File: config.mk
export PLATFORM = sky130hd
export DESIGN_NAME = id_ex_hazard_stage
export DESIGN_NICKNAME = d
export VERILOG_FILES = /design/src/rtl/id_ex_hazard_stage.sv
export SDC_FILE = /design/constraint.sdc
export NUM_CORES = 1
export LEC_CHECK = 0
export ABC_AREA = 0
export ABC_CLOCK_PERIOD_IN_PS = 4300
export BUFFER_PORTS_ARGS = -buffer_cell sky130_fd_sc_hd__buf_4
export CAP_MARGIN = 15
export CORE_ASPECT_RATIO = 0.6
export CORE_MARGIN = 5
export CORE_UTILIZATION = 45
export DETAILED_ROUTE_END_ITERATION = 16
export HOLD_SLACK_MARGIN = 0.15
export PLACE_DENSITY = 0.8
export SLEW_MARGIN = 0
export SYNTH_ARGS = -nofsm -noshare
export SYNTH_HDL_FRONTEND = slang
export SYNTH_SLANG_ARGS = --single-unit
export TNS_END_PERCENT = 10
File: constraint.sdc
create_clock -name clk -period 4.3 [get_ports clk]
set_input_delay 0.43 -clock clk [delete_from_list [all_inputs] [get_ports clk]]
set_output_delay 0.43 -clock clk [all_outputs]
set_load 0.02 [all_outputs]
File: src/rtl/id_ex_hazard_stage.sv
// ID/EX pipeline boundary for a 5-stage RV32I core: load-use hazard detection, front-end stall
// control, and the ID/EX register with flush/hold/bubble handling plus saturating perf counters.
module id_ex_hazard_stage #(
    parameter int XLEN  = 32,
    parameter int CNT_W = 16
) (
    input  logic             clk,
    input  logic             rst_n,
    input  logic [6:0]       id_opcode,
    input  logic [4:0]       id_rs1,
    input  logic [4:0]       id_rs2,
    input  logic [4:0]       id_rd,
    input  logic [2:0]       id_funct3,
    input  logic             id_funct7b5,
    input  logic [XLEN-1:0]  id_pc,
    input  logic [XLEN-1:0]  id_rs1_data,
    input  logic [XLEN-1:0]  id_rs2_data,
    input  logic [XLEN-1:0]  id_imm,
    input  logic             id_memread,
    input  logic             id_memtoreg,
    input  logic             id_memwrite,
    input  logic             id_regwrite,
    input  logic             id_branch,
    input  logic             id_alusrc,
    input  logic [1:0]       id_aluop,
    input  logic             flush,
    input  logic             hold,
    output logic             control_sel,
    output logic             pc_write,
    output logic             if_id_write,
    output logic             ex_memread,
    output logic             ex_memtoreg,
    output logic             ex_memwrite,
    output logic             ex_regwrite,
    output logic             ex_branch,
    output logic             ex_alusrc,
    output logic [1:0]       ex_aluop,
    output logic             ex_valid,
    output logic [XLEN-1:0]  ex_pc,
    output logic [XLEN-1:0]  ex_rs1_data,
    output logic [XLEN-1:0]  ex_rs2_data,
    output logic [XLEN-1:0]  ex_imm,
    output logic [4:0]       ex_rs1,
    output logic [4:0]       ex_rs2,
    output logic [4:0]       ex_rd,
    output logic [2:0]       ex_funct3,
    output logic             ex_funct7b5,
    output logic [CNT_W-1:0] stall_cnt,
    output logic [CNT_W-1:0] flush_cnt
);

    localparam logic [6:0] OP_R      = 7'b0110011;
    localparam logic [6:0] OP_IMM    = 7'b0010011;
    localparam logic [6:0] OP_LOAD   = 7'b0000011;
    localparam logic [6:0] OP_STORE  = 7'b0100011;
    localparam logic [6:0] OP_BRANCH = 7'b1100011;

    typedef struct packed {
        logic       memread;
        logic       memtoreg;
        logic       memwrite;
        logic       regwrite;
        logic       branch;
        logic       alusrc;
        logic [1:0] aluop;
    } ctrl_t;

    typedef enum logic [1:0] {
        UPD_LOAD,
        UPD_BUBBLE,
        UPD_HOLD,
        UPD_FLUSH
    } upd_e;

    ctrl_t             ctrl_q, ctrl_d, id_ctrl;
    logic              valid_q, valid_d;
    logic [XLEN-1:0]   pc_q, pc_d;
    logic [XLEN-1:0]   rs1_data_q, rs1_data_d;
    logic [XLEN-1:0]   rs2_data_q, rs2_data_d;
    logic [XLEN-1:0]   imm_q, imm_d;
    logic [4:0]        rs1_q, rs1_d;
    logic [4:0]        rs2_q, rs2_d;
    logic [4:0]        rd_q, rd_d;
    logic [2:0]        funct3_q, funct3_d;
    logic              funct7b5_q, funct7b5_d;
    logic [CNT_W-1:0]  stall_cnt_q, stall_cnt_d;
    logic [CNT_W-1:0]  flush_cnt_q, flush_cnt_d;

    logic uses_rs1, uses_rs2, legal_op, hazard;
    upd_e upd;

    assign id_ctrl = '{memread:  id_memread,
                       memtoreg: id_memtoreg,
                       memwrite: id_memwrite,
                       regwrite: id_regwrite,
                       branch:   id_branch,
                       alusrc:   id_alusrc,
                       aluop:    id_aluop};

    // Hazard decode only looks at the instruction sitting in ID against the load in EX.
    always_comb begin
        uses_rs1 = (id_opcode == OP_R)     || (id_opcode == OP_IMM) ||
                   (id_opcode == OP_LOAD)  || (id_opcode == OP_STORE) ||
                   (id_opcode == OP_BRANCH);
        uses_rs2 = (id_opcode == OP_R) || (id_opcode == OP_STORE) || (id_opcode == OP_BRANCH);
        legal_op = uses_rs1;
        hazard   = ctrl_q.memread && (rd_q != 5'd0) &&
                   ((uses_rs1 && (id_rs1 == rd_q)) || (uses_rs2 && (id_rs2 == rd_q)));
    end

    assign control_sel = hazard & ~flush;
    assign pc_write    = ~(hazard | hold) | flush;
    assign if_id_write = ~(hazard | hold) | flush;

    always_comb begin
        if (flush)       upd = UPD_FLUSH;
        else if (hold)   upd = UPD_HOLD;
        else if (hazard) upd = UPD_BUBBLE;
        else             upd = UPD_LOAD;
    end

    // NOTE: every signal assigned in this block gets a default first, so no path leaves a latch.
    always_comb begin
        ctrl_d      = ctrl_q;
        valid_d     = valid_q;
        pc_d        = pc_q;
        rs1_data_d  = rs1_data_q;
        rs2_data_d  = rs2_data_q;
        imm_d       = imm_q;
        rs1_d       = rs1_q;
        rs2_d       = rs2_q;
        rd_d        = rd_q;
        funct3_d    = funct3_q;
        funct7b5_d  = funct7b5_q;
        stall_cnt_d = stall_cnt_q;
        flush_cnt_d = flush_cnt_q;

        unique case (upd)
            UPD_FLUSH: begin
                ctrl_d     = '0;
                valid_d    = 1'b0;
                pc_d       = '0;
                rs1_data_d = '0;
                rs2_data_d = '0;
                imm_d      = '0;
                rs1_d      = '0;
                rs2_d      = '0;
                rd_d       = '0;
                funct3_d   = '0;
                funct7b5_d = 1'b0;
                if (flush_cnt_q != '1) flush_cnt_d = flush_cnt_q + 1'b1;
            end
            UPD_HOLD: begin
            end
            UPD_BUBBLE, UPD_LOAD: begin
                // A bubble still latches the ID datapath; only the control word and valid are zeroed.
                pc_d       = id_pc;
                rs1_data_d = id_rs1_data;
                rs2_data_d = id_rs2_data;
                imm_d      = id_imm;
                rs1_d      = id_rs1;
                rs2_d      = id_rs2;
                rd_d       = id_rd;
                funct3_d   = id_funct3;
                funct7b5_d = id_funct7b5;
                if (upd == UPD_BUBBLE) begin
                    ctrl_d  = '0;
                    valid_d = 1'b0;
                    if (stall_cnt_q != '1) stall_cnt_d = stall_cnt_q + 1'b1;
                end else begin
                    ctrl_d  = legal_op ? id_ctrl : '0;
                    valid_d = legal_op;
                end
            end
            default: begin
            end
        endcase
    end

    // NOTE: sequential state uses non-blocking assignments so all registers update from pre-edge values.
    always_ff @(posedge clk or negedge rst_n) begin
        if (!rst_n) begin
            ctrl_q      <= '0;
            valid_q     <= 1'b0;
            pc_q        <= '0;
            rs1_data_q  <= '0;
            rs2_data_q  <= '0;
            imm_q       <= '0;
            rs1_q       <= '0;
            rs2_q       <= '0;
            rd_q        <= '0;
            funct3_q    <= '0;
            funct7b5_q  <= 1'b0;
            stall_cnt_q <= '0;
            flush_cnt_q <= '0;
        end else begin
            ctrl_q      <= ctrl_d;
            valid_q     <= valid_d;
            pc_q        <= pc_d;
            rs1_data_q  <= rs1_data_d;
            rs2_data_q  <= rs2_data_d;
            imm_q       <= imm_d;
            rs1_q       <= rs1_d;
            rs2_q       <= rs2_d;
            rd_q        <= rd_d;
            funct3_q    <= funct3_d;
            funct7b5_q  <= funct7b5_d;
            stall_cnt_q <= stall_cnt_d;
            flush_cnt_q <= flush_cnt_d;
        end
    end

    assign ex_memread  = ctrl_q.memread;
    assign ex_memtoreg = ctrl_q.memtoreg;
    assign ex_memwrite = ctrl_q.memwrite;
    assign ex_regwrite = ctrl_q.regwrite;
    assign ex_branch   = ctrl_q.branch;
    assign ex_alusrc   = ctrl_q.alusrc;
    assign ex_aluop    = ctrl_q.aluop;
    assign ex_valid    = valid_q;
    assign ex_pc       = pc_q;
    assign ex_rs1_data = rs1_data_q;
    assign ex_rs2_data = rs2_data_q;
    assign ex_imm      = imm_q;
    assign ex_rs1      = rs1_q;
    assign ex_rs2      = rs2_q;
    assign ex_rd       = rd_q;
    assign ex_funct3   = funct3_q;
    assign ex_funct7b5 = funct7b5_q;
    assign stall_cnt   = stall_cnt_q;
    assign flush_cnt   = flush_cnt_q;

endmodule

# == Yosys cells after proc, flatten, opt, wreduce, memory -nomap -nowiden ==
# Index checks and enable logic that the tools add are counted.
# totals
regBits,188
wordCells,71
output_inout_bits,191
input_bits,166
# op_classes
n_addsub,2
mux,17
n_eq_ne,11
reduce_logical,17
bitwise_logic,5
# ops
operator,n
32-bit one-hot mux with 2 select lines,4
16-bit by 1-bit adder with 16-bit output (second input constant),2
16-bit != test (second input constant),2
5-bit one-hot mux with 2 select lines,3
8-bit 2-to-1 mux,2
8-bit one-hot mux with 2 select lines,1
7-bit by 6-bit == test with 1-bit output (second input constant),2
5-bit == test,2
7-bit by 2-bit == test with 1-bit output (second input constant),1
7-bit by 5-bit == test with 1-bit output (second input constant),1
7-bit == test (second input constant),1
1-bit logical OR,7
3-bit one-hot mux with 2 select lines,1
5-bit nonzero test,1
1-bit logical AND,4
2-bit 2-to-1 mux,2
1-bit one-hot mux with 2 select lines,2
3-bit AND reduction,1
2-bit by 1-bit == test with 1-bit output (second input constant),1
2-bit == test (second input constant),1
2-bit zero test,1
1-bit 2-to-1 mux,2
1-bit NOT,2
1-bit bitwise OR,2
4 further kinds,4

# == Longest topological paths before layout ==
# Gate-level depths: netlist (run 1).
# depth
depth_word,14
ltp_mapped,7
depth_no_buf,7

# == Least setup slack after synthesis (run 1) ==
# No wires, ideal clock.
# synth_path
path_kind,reg2out
from,"register rd_q[0], in the netlist ex_rd[0]"
to,output port pc_write
path_stages_with_launch,7
required_time_ns,3.870
t_arrival_ns,2.013
n_path_buf,1
slack_ns,1.857
cell_sequence,dfrtp_1 > xnor2_1 > nand3_1 > o22ai_1 > nor3b_2 > o21bai_1 > buf_4
# synth_via
elab_chain_len,7
word_cells_on_any_way,11
cone_classes,eq/ne (2); bitwise (3); reduce/logical (6)
# synth_lines
element,line,source
start: declaration,83,"logic [4:0] rd_q, rd_d;"
start signal: assignment,205,rd_q <= rd_d;
5-bit == test,108,((uses_rs1 && (id_rs1 == rd_q)) || (uses_rs2 && (id_rs2 == rd_q)));
1-bit logical AND,108,
1-bit logical OR,108,
1-bit logical AND *,107,hazard = ctrl_q.memread && (rd_q != 5'd0) &&
1-bit bitwise OR *,n/a,
1-bit NOT *,n/a,
1-bit bitwise OR *,n/a,
end: declaration,29,"output logic pc_write,"
# Every way passes the cells marked *; elsewhere a longest branch is shown, timed or not.

# == Final worst setup path (run 1) ==
# layout_path
from,"register rd_q[0], in the netlist ex_rd[0]"
to,output port control_sel
# layout_via
elab_chain_len,5
word_cells_on_any_way,9
cone_classes,eq/ne (2); bitwise (1); reduce/logical (6)
# layout_lines
element,line,source
5-bit == test,108,
1-bit logical AND,108,
1-bit logical OR,108,
1-bit logical AND *,107,
1-bit AND *,111,assign control_sel = hazard & ~flush;
end: declaration,28,"output logic control_sel,"
# Marks and branches as above.

==> flow_summary.yaml, run 1 <==
outcome:
  status: "complete, no violations"
critical_path:
  reg2reg_to: "ex_branch"
  cpMaxStageDelayCell: "o22ai_1"
  critical_path_class: "flip-flop to output pin"
  ff2ff_setup_slack_ns: 2.00
  critical_path.cell_chain: "xnor2_1 > nand3_1 > o22ai_1 > nor3b_2 > nor2b_1 > buf_4"
  endpoint_kind: "output pin"
  critPathMaxStageDelay_ns: 0.48
  arrival_ns: 2.56
  cp_num_buf_inv: 1
  cp_max_fo: 5
  worstPathRequired_ns: 3.87
  critPathTopFamily: "simple AND/OR/NAND/NOR gates"
  cp-start-kind: "flip-flop"
  worst-r2r-cell-count: 6
  r2r-start: "ex_rd[0]"
logic_synthesis:
  yosysWarnings: 0
  ys_seq_elements: 188
  synth_cell_types: 35
  synthCells: 655
  synth_fp_nets: 823
  synth_edf_count: 0
  synth-seq-area-share: 0.5974
  synth_flop_cell: "dfrtp_1"
  synth_area_um2: 7875
  async_flop_share: 1.000
  avgSynthCellArea_um2: 12.02
die:
  io_pins: 357
  die_w_um: 180.8
  die-area_um2: 20330
  die-height_um: 112.5
  rows: 37
  coreArea_um2: 17180
  start_util: 0.4585
clocking:
  cts_tree: "built"
  cts.clk_slew.worst_paths_ns: 0.08
  htreeDepth: 4
  clockRootBuffer: "clkbuf_16"
  clk_latency_ns: 0.42
  post-cts-setup-buffers: 0
  cts_buffers: 17
  cts_resized: 0
  cts_buffer_depth: 2
  ctsHoldBuffers: 0
  clock_sinks: 188
timing:
  relSlewSlack: 0.3878
  setup_viol_count_final: 0
  worst_pin_slew_ns: 0.9184
  clock_skew_ns: 0.01425
  clock.fmax_mhz: 334.3
  fin_crit_ns: 2.991
  hold_viol: 0
  finalCritPeriodShare: 0.6956
  holdWs_ns: 0.1146
  rsz0062_at_grt: "false"
  report.final.slew_viol_count: 0
  tns_ns: 0
global_routing:
  grt_antenna_before_repair: 0
  grt_pass1_vias: 6537
  grt_max_degree: 113
  gr-usage-all-layers: 0.2261
  grt-ovfl-total: 0
  grt_pass1_wl_um: 36590
routing:
  drtIter0Drc: 442
  wl_um: 23370
  ant_nets: 0
  route.detailed.drc: 0
  via_per_inst: 5.016
  drtPass1Iterations: 5
  vias: 6235
  avgRoutedWirePerCell_um: 18.80
pwr:
  p_per_area_nw_per_um2: 371.5
  p_leak_nw: 6.073
  irDropWorstVdd_mv: 0.3805
flow_run:
  cap_violations: 0
final_layout:
  final_cells: 1243
  antenna-diode-count: 0
  layout-drive-gt1-share: 0.3994
  nets: 1166
  layout_commonest_cell: "buf_4"
  area_delta_synth_final_pct: 43.55
  layout_common_cells: "buf_4, dfrtp_1, nor2_1"
hold_path:
  hp-class: "input pin to async pin"
placed_design:
  port_buffers: 356
  dp.cells: 1213
  place_congestion: 0.8045
  dp_hpwl_um: 17390
==> cell usage after synthesis, types with 3 or more instances <==
| master | count | area share |
|---|---|---|
| a22o_1 | 8 | 0.0089 |
| buf_1 | 21 | 0.010 |
| buf_2 | 3 | 0.0019 |
| clkbuf_1 | 11 | 0.0052 |
| dfrtp_1 | 188 | 0.60 |
| inv_1 | 5 | 0.0024 |
| mux2i_1 | 148 | 0.19 |
| nand2_1 | 14 | 0.0067 |
| nand3_1 | 12 | 0.0076 |
| nand4_1 | 10 | 0.0079 |
| nor2_1 | 158 | 0.075 |
| nor2b_1 | 3 | 0.0024 |
| nor3_1 | 6 | 0.0038 |
| nor3_2 | 4 | 0.0051 |
| xnor2_1 | 26 | 0.029 |
| xor2_1 | 13 | 0.014 |
==> cells by family after synthesis <==
| kind of cell | after synthesis | synth area share |
|---|---|---|
| buffers and inverters | 41 | 0.02050 |
| adder cells (fa/ha/maj) | 2 | 0.003177 |
| AO/OA/AOI/OAI | 15 | 0.01637 |
| multiplexers | 150 | 0.1910 |
| flip-flops | 188 | 0.5974 |
| XOR/XNOR | 39 | 0.04337 |
| AND/OR/NAND/NOR | 220 | 0.1282 |
==> metal layers <==
metal | vias to the layer above | part of all wire | track usage
met5 | - | 0 | 0
met4 | 0 | 0.014 | 0.04632
met3 | 22 | 0.089 | 0.08290
met2 | 250 | 0.48 | 0.3642
met1 | 3065 | 0.42 | 0.2975
li1 | 2898 | - | -
==> sequential cells by signal, indices dropped and copies added, names as in the netlist <==
name / flops
ex_aluop: 2
ex_pc: 32
ex_imm: 32
ex_alusrc: 1
ex_rs2: 5
ex_memwrite: 1
ex_rd: 5
stall_cnt: 16
ex_regwrite: 1
ex_memread: 1
ex_rs1: 5
ex_valid: 1
flush_cnt: 16
ex_rs1_data: 32
ex_branch: 1
ex_funct7b5: 1
ex_memtoreg: 1
ex_rs2_data: 32
ex_funct3: 3
==> cell type report <==
| cell class | instances | area [um2] |
|---|---|---|
| sequential | 188 | 4705 |
| clock inverter | 12 | 110.1 |
| fill | 1350 | 5871 |
| tap | 234 | 292.8 |
| timing repair buffer | 360 | 2740 |
| multi-input combinational | 426 | 3009 |
| inverter | 5 | 18.77 |
| clock buffer | 18 | 429.2 |
==> metrics by stage <==
step / setup WS (ns) / total power (W) / instance area (um2) / util
detailed placement: 1.696 / 0.002771 / 10770 / 0.6268
floorplan: 1.857 / 0.002356 / 7875 / -
finish: 1.309 / 0.004200 / 11300 / 0.6582
global placement: 1.691 / 0.002750 / 10770 / 0.6268
global route: 1.124 / 0.004401 / 11300 / 0.6582
CTS: 1.281 / 0.004257 / 11300 / 0.6582
==> report_power, final <==
group | internal, W | leakage (nW) | switching (W) | total (W)
Sequential | 0.00188 | 2.49 | 0.0000935 | 0.00197
Clock | 0.000756 | 0.253 | 0.000711 | 0.00147
Combinational | 0.000359 | 3.33 | 0.000402 | 0.000762
==> worst max path at each step <==
stage / startpoint / end / slack [ns] / depth (start not counted)
detailed placement: id_rs1[4] / control_sel / 1.70 / 7
finish: ex_rd[0] / control_sel / 1.31 / 6
global route: ex_rd[0] / control_sel / 1.12 / 6
floorplan: ex_rd[0] / pc_write / 1.86 / 6
CTS: ex_rd[0] / control_sel / 1.28 / 6
global placement: id_rs1[4] / control_sel / 1.69 / 7
(Power assumes the default switching activity.)
==> inputs of run 2 (changes only) <==
- ABC_AREA: 0 -> 1
- ABC_CLOCK_PERIOD_IN_PS: 4300 -> 2800
- clock period: 4.3 -> 2.8 ns (I/O delays scaled with it)
==> flow_summary.yaml, run 2 <==
final_layout:
  design_area_um2: 13170
  area_delta_synth_final_pct: 61.55
  final_cells: 1694
  layout_commonest_cell: "nand2_1"
  nets: 1611
  layout-drive-gt1-share: 0.2875
  antenna-diode-count: 0
  layout_common_cells: "nand2_1, buf_4, dfrtp_1"
logic_synthesis:
  synth-seq-area-share: 0.5770
  synthCells: 960
  post-synth-top-count-cell: "nand2_1"
  synth_edf_count: 0
  synthTopCellsByArea: "dfrtp_1, nand2_1, nand3_1"
  netlist.area_leader.share: 0.5770
  yosysWarnings: 0
  synth_flop_cell: "dfrtp_1"
  synth_cell_types: 26
  ys_seq_elements: 188
  async_flop_share: 1.000
  avgSynthCellArea_um2: 8.494
  synth_top_cell_by_area: "dfrtp_1"
  synth_area_um2: 8154
  synth_fp_nets: 1128
  synthTopCellsByCount: "nand2_1, dfrtp_1, nand3_1"
clocking:
  clk_latency_ns: 0.42
  post-cts-setup-buffers: 0
  cts_buffer_depth: 2
  htreeDepth: 4
  cts_buffers: 17
  cts.clk_slew.worst_paths_ns: 0.06
  clock_sinks: 188
  cts_tree: "built"
  clockRootBuffer: "clkbuf_16"
routing:
  drtIter0Drc: 693
  via_per_inst: 5.182
  wl_um: 30630
  ant_nets: 0
  vias: 8779
  drtPass1Iterations: 5
  avgRoutedWirePerCell_um: 18.08
  route.detailed.drc: 0
placed_design:
  dp_hpwl_um: 18620
  dp.cells: 1513
  place_congestion: 0.9100
  port_buffers: 356
  place_area_um2: 11020
timing:
  fin_crit_ns: 2.369
  hold_viol: 0
  relSlewSlack: 0.5212
  finalCritPeriodShare: 0.8462
  tns_ns: 0
  holdWs_ns: 0.1851
  clock_skew_ns: 0.01286
  worst_pin_slew_ns: 0.7182
  report.final.slew_viol_count: 0
  setup_viol_count_final: 0
  clock.fmax_mhz: 422.1
  rsz0062_at_grt: "false"
hold_path:
  hp-class: "input pin to flip-flop"
critical_path:
  critPathMaxStageDelay_ns: 0.56
  cpMaxStageDelayCell: "dlygate4sd3_1"
  critical_path_class: "input pin to output pin"
  worstPathRequired_ns: 2.52
  arrival_ns: 2.09
  endpoint_kind: "output pin"
  cp_max_fo: 11
  critPathTopFamily: "buffers and inverters"
  cp_num_buf_inv: 6
  cp-start-kind: "input pin"
  critical_path.cell_chain: "dlygate4sd3_1 > buf_4 > inv_1 > nand2_1 > nand2_1 > nor2_1 > nand3_1 > nand2_2 > nand2_1 > buf_4 > o21ai_0 > inv_1 > buf_4"
die:
  io_pins: 357
  die_w_um: 183.8
  coreArea_um2: 17920
  rows: 38
  start_util: 0.4549
  die-height_um: 114.3
  die-area_um2: 21000
pwr:
  irDropWorstVdd_mv: 0.3479
  p_leak_nw: 7.148
  p_per_area_nw_per_um2: 539.8
  pwr-share-seq: 0.429
  p_sw_w: 0.001993
  swShare: 0.2803
  pwr-share-comb: 0.196
  clkPwrFrac: 0.375
  internal_power_w: 0.005118
global_routing:
  met1_usage: 0.3466
  groute.layer.met2.usage: 0.4647
  grt_max_degree: 152
  grt-ovfl-total: 0
  top_usage_layer: "met2"
  grt_pass1_vias: 8920
  grt_antenna_before_repair: 0
  grt_pass1_wl_um: 47340
  gr-usage-all-layers: 0.2854
  met3_usage: 0.1029
flow_run:
  cap_violations: 0
outcome:
  status: "complete, no violations"
==> run 2: power groups by stage <==
stage,clock (W),sequential (W),combinational (W)
after floorplan,0,0.00329,0.000326
after global placement,0,0.00308,0.00118
after global routing,0.00282,0.00307,0.00149
after detailed placement,0,0.00309,0.00119
final,0.00267,0.00305,0.00139
after CTS,0.00269,0.00304,0.00137
==> run 2: final timing paths <==
| check | startpoint | endpoint | slack (ns) | cells after the start |
|---|---|---|---|---|
| min in group asynchronous | rst_n | ex_pc[1] | 0.43 | 2 |
| min reg2reg | ex_pc[19] | ex_pc[19] | 0.51 | 2 |
| max in group asynchronous | rst_n | ex_rs1_data[8] | 1.59 | 3 |
| min | id_rs2[1] | ex_rs2[1] | 0.19 | 3 |
| max reg2reg | flush_cnt[0] | flush_cnt[5] | 0.97 | 8 |
| max | id_rs1[4] | pc_write | 0.43 | 13 |
==> run 2: cell type report <==
type | count | area, um2
clock buffers | 18 | 429.2
clock inverters | 12 | 211.5
fillers | 1210 | 4752
inverters | 31 | 118.9
multi-input cells | 688 | 3093
flip-flops and latches | 188 | 4705
well taps | 240 | 300.3
repair buffers | 517 | 4315
==> run 2: worst min-delay path: cells and delay by family <==
| family | cells | cell delay [ns] |
|---|---|---|
| AO/OA/AOI/OAI | 1 | 0.15 |
| buffers and inverters | 2 | 0.14 |
==> run 2: layer usage <==
| metal | wire, um | part of all wire |
|---|---|---|
| met1 | 11560 | 0.38 |
| met2 | 14610 | 0.48 |
| met4 | 1108 | 0.036 |
| met3 | 3348 | 0.11 |
| met5 | 0 | 0 |
==> run 2: metrics by stage <==
step           utilization  power [W]  worst slack [ns]
2_1_floorplan            -   0.003612             1.055
3_3_place_gp        0.6148   0.004261            0.8944
3_5_place_dp        0.6148   0.004281            0.8775
4_1_cts             0.7349   0.007100            0.4585
5_1_grt             0.7349   0.007382            0.3343
6_report            0.7349   0.007111            0.4307
==> run 2: logic make-up after synthesis <==
group           count (synthesis)  share of synthesized area
buf+inv                        84                    0.04434
compound gates                 21                    0.01289
simple gates                  637                     0.3327
xor+xnor                       28                    0.03008
fa+ha+maj                       2                   0.003068
flops                         188                     0.5770
==> run 2: repair_timing <==
| item | CTS | global route |
|---|---|---|
| resized for setup | 0 | 0 |
| hold buffers | 151 | 0 |
| hold endpoints to repair | 228 | 0 |
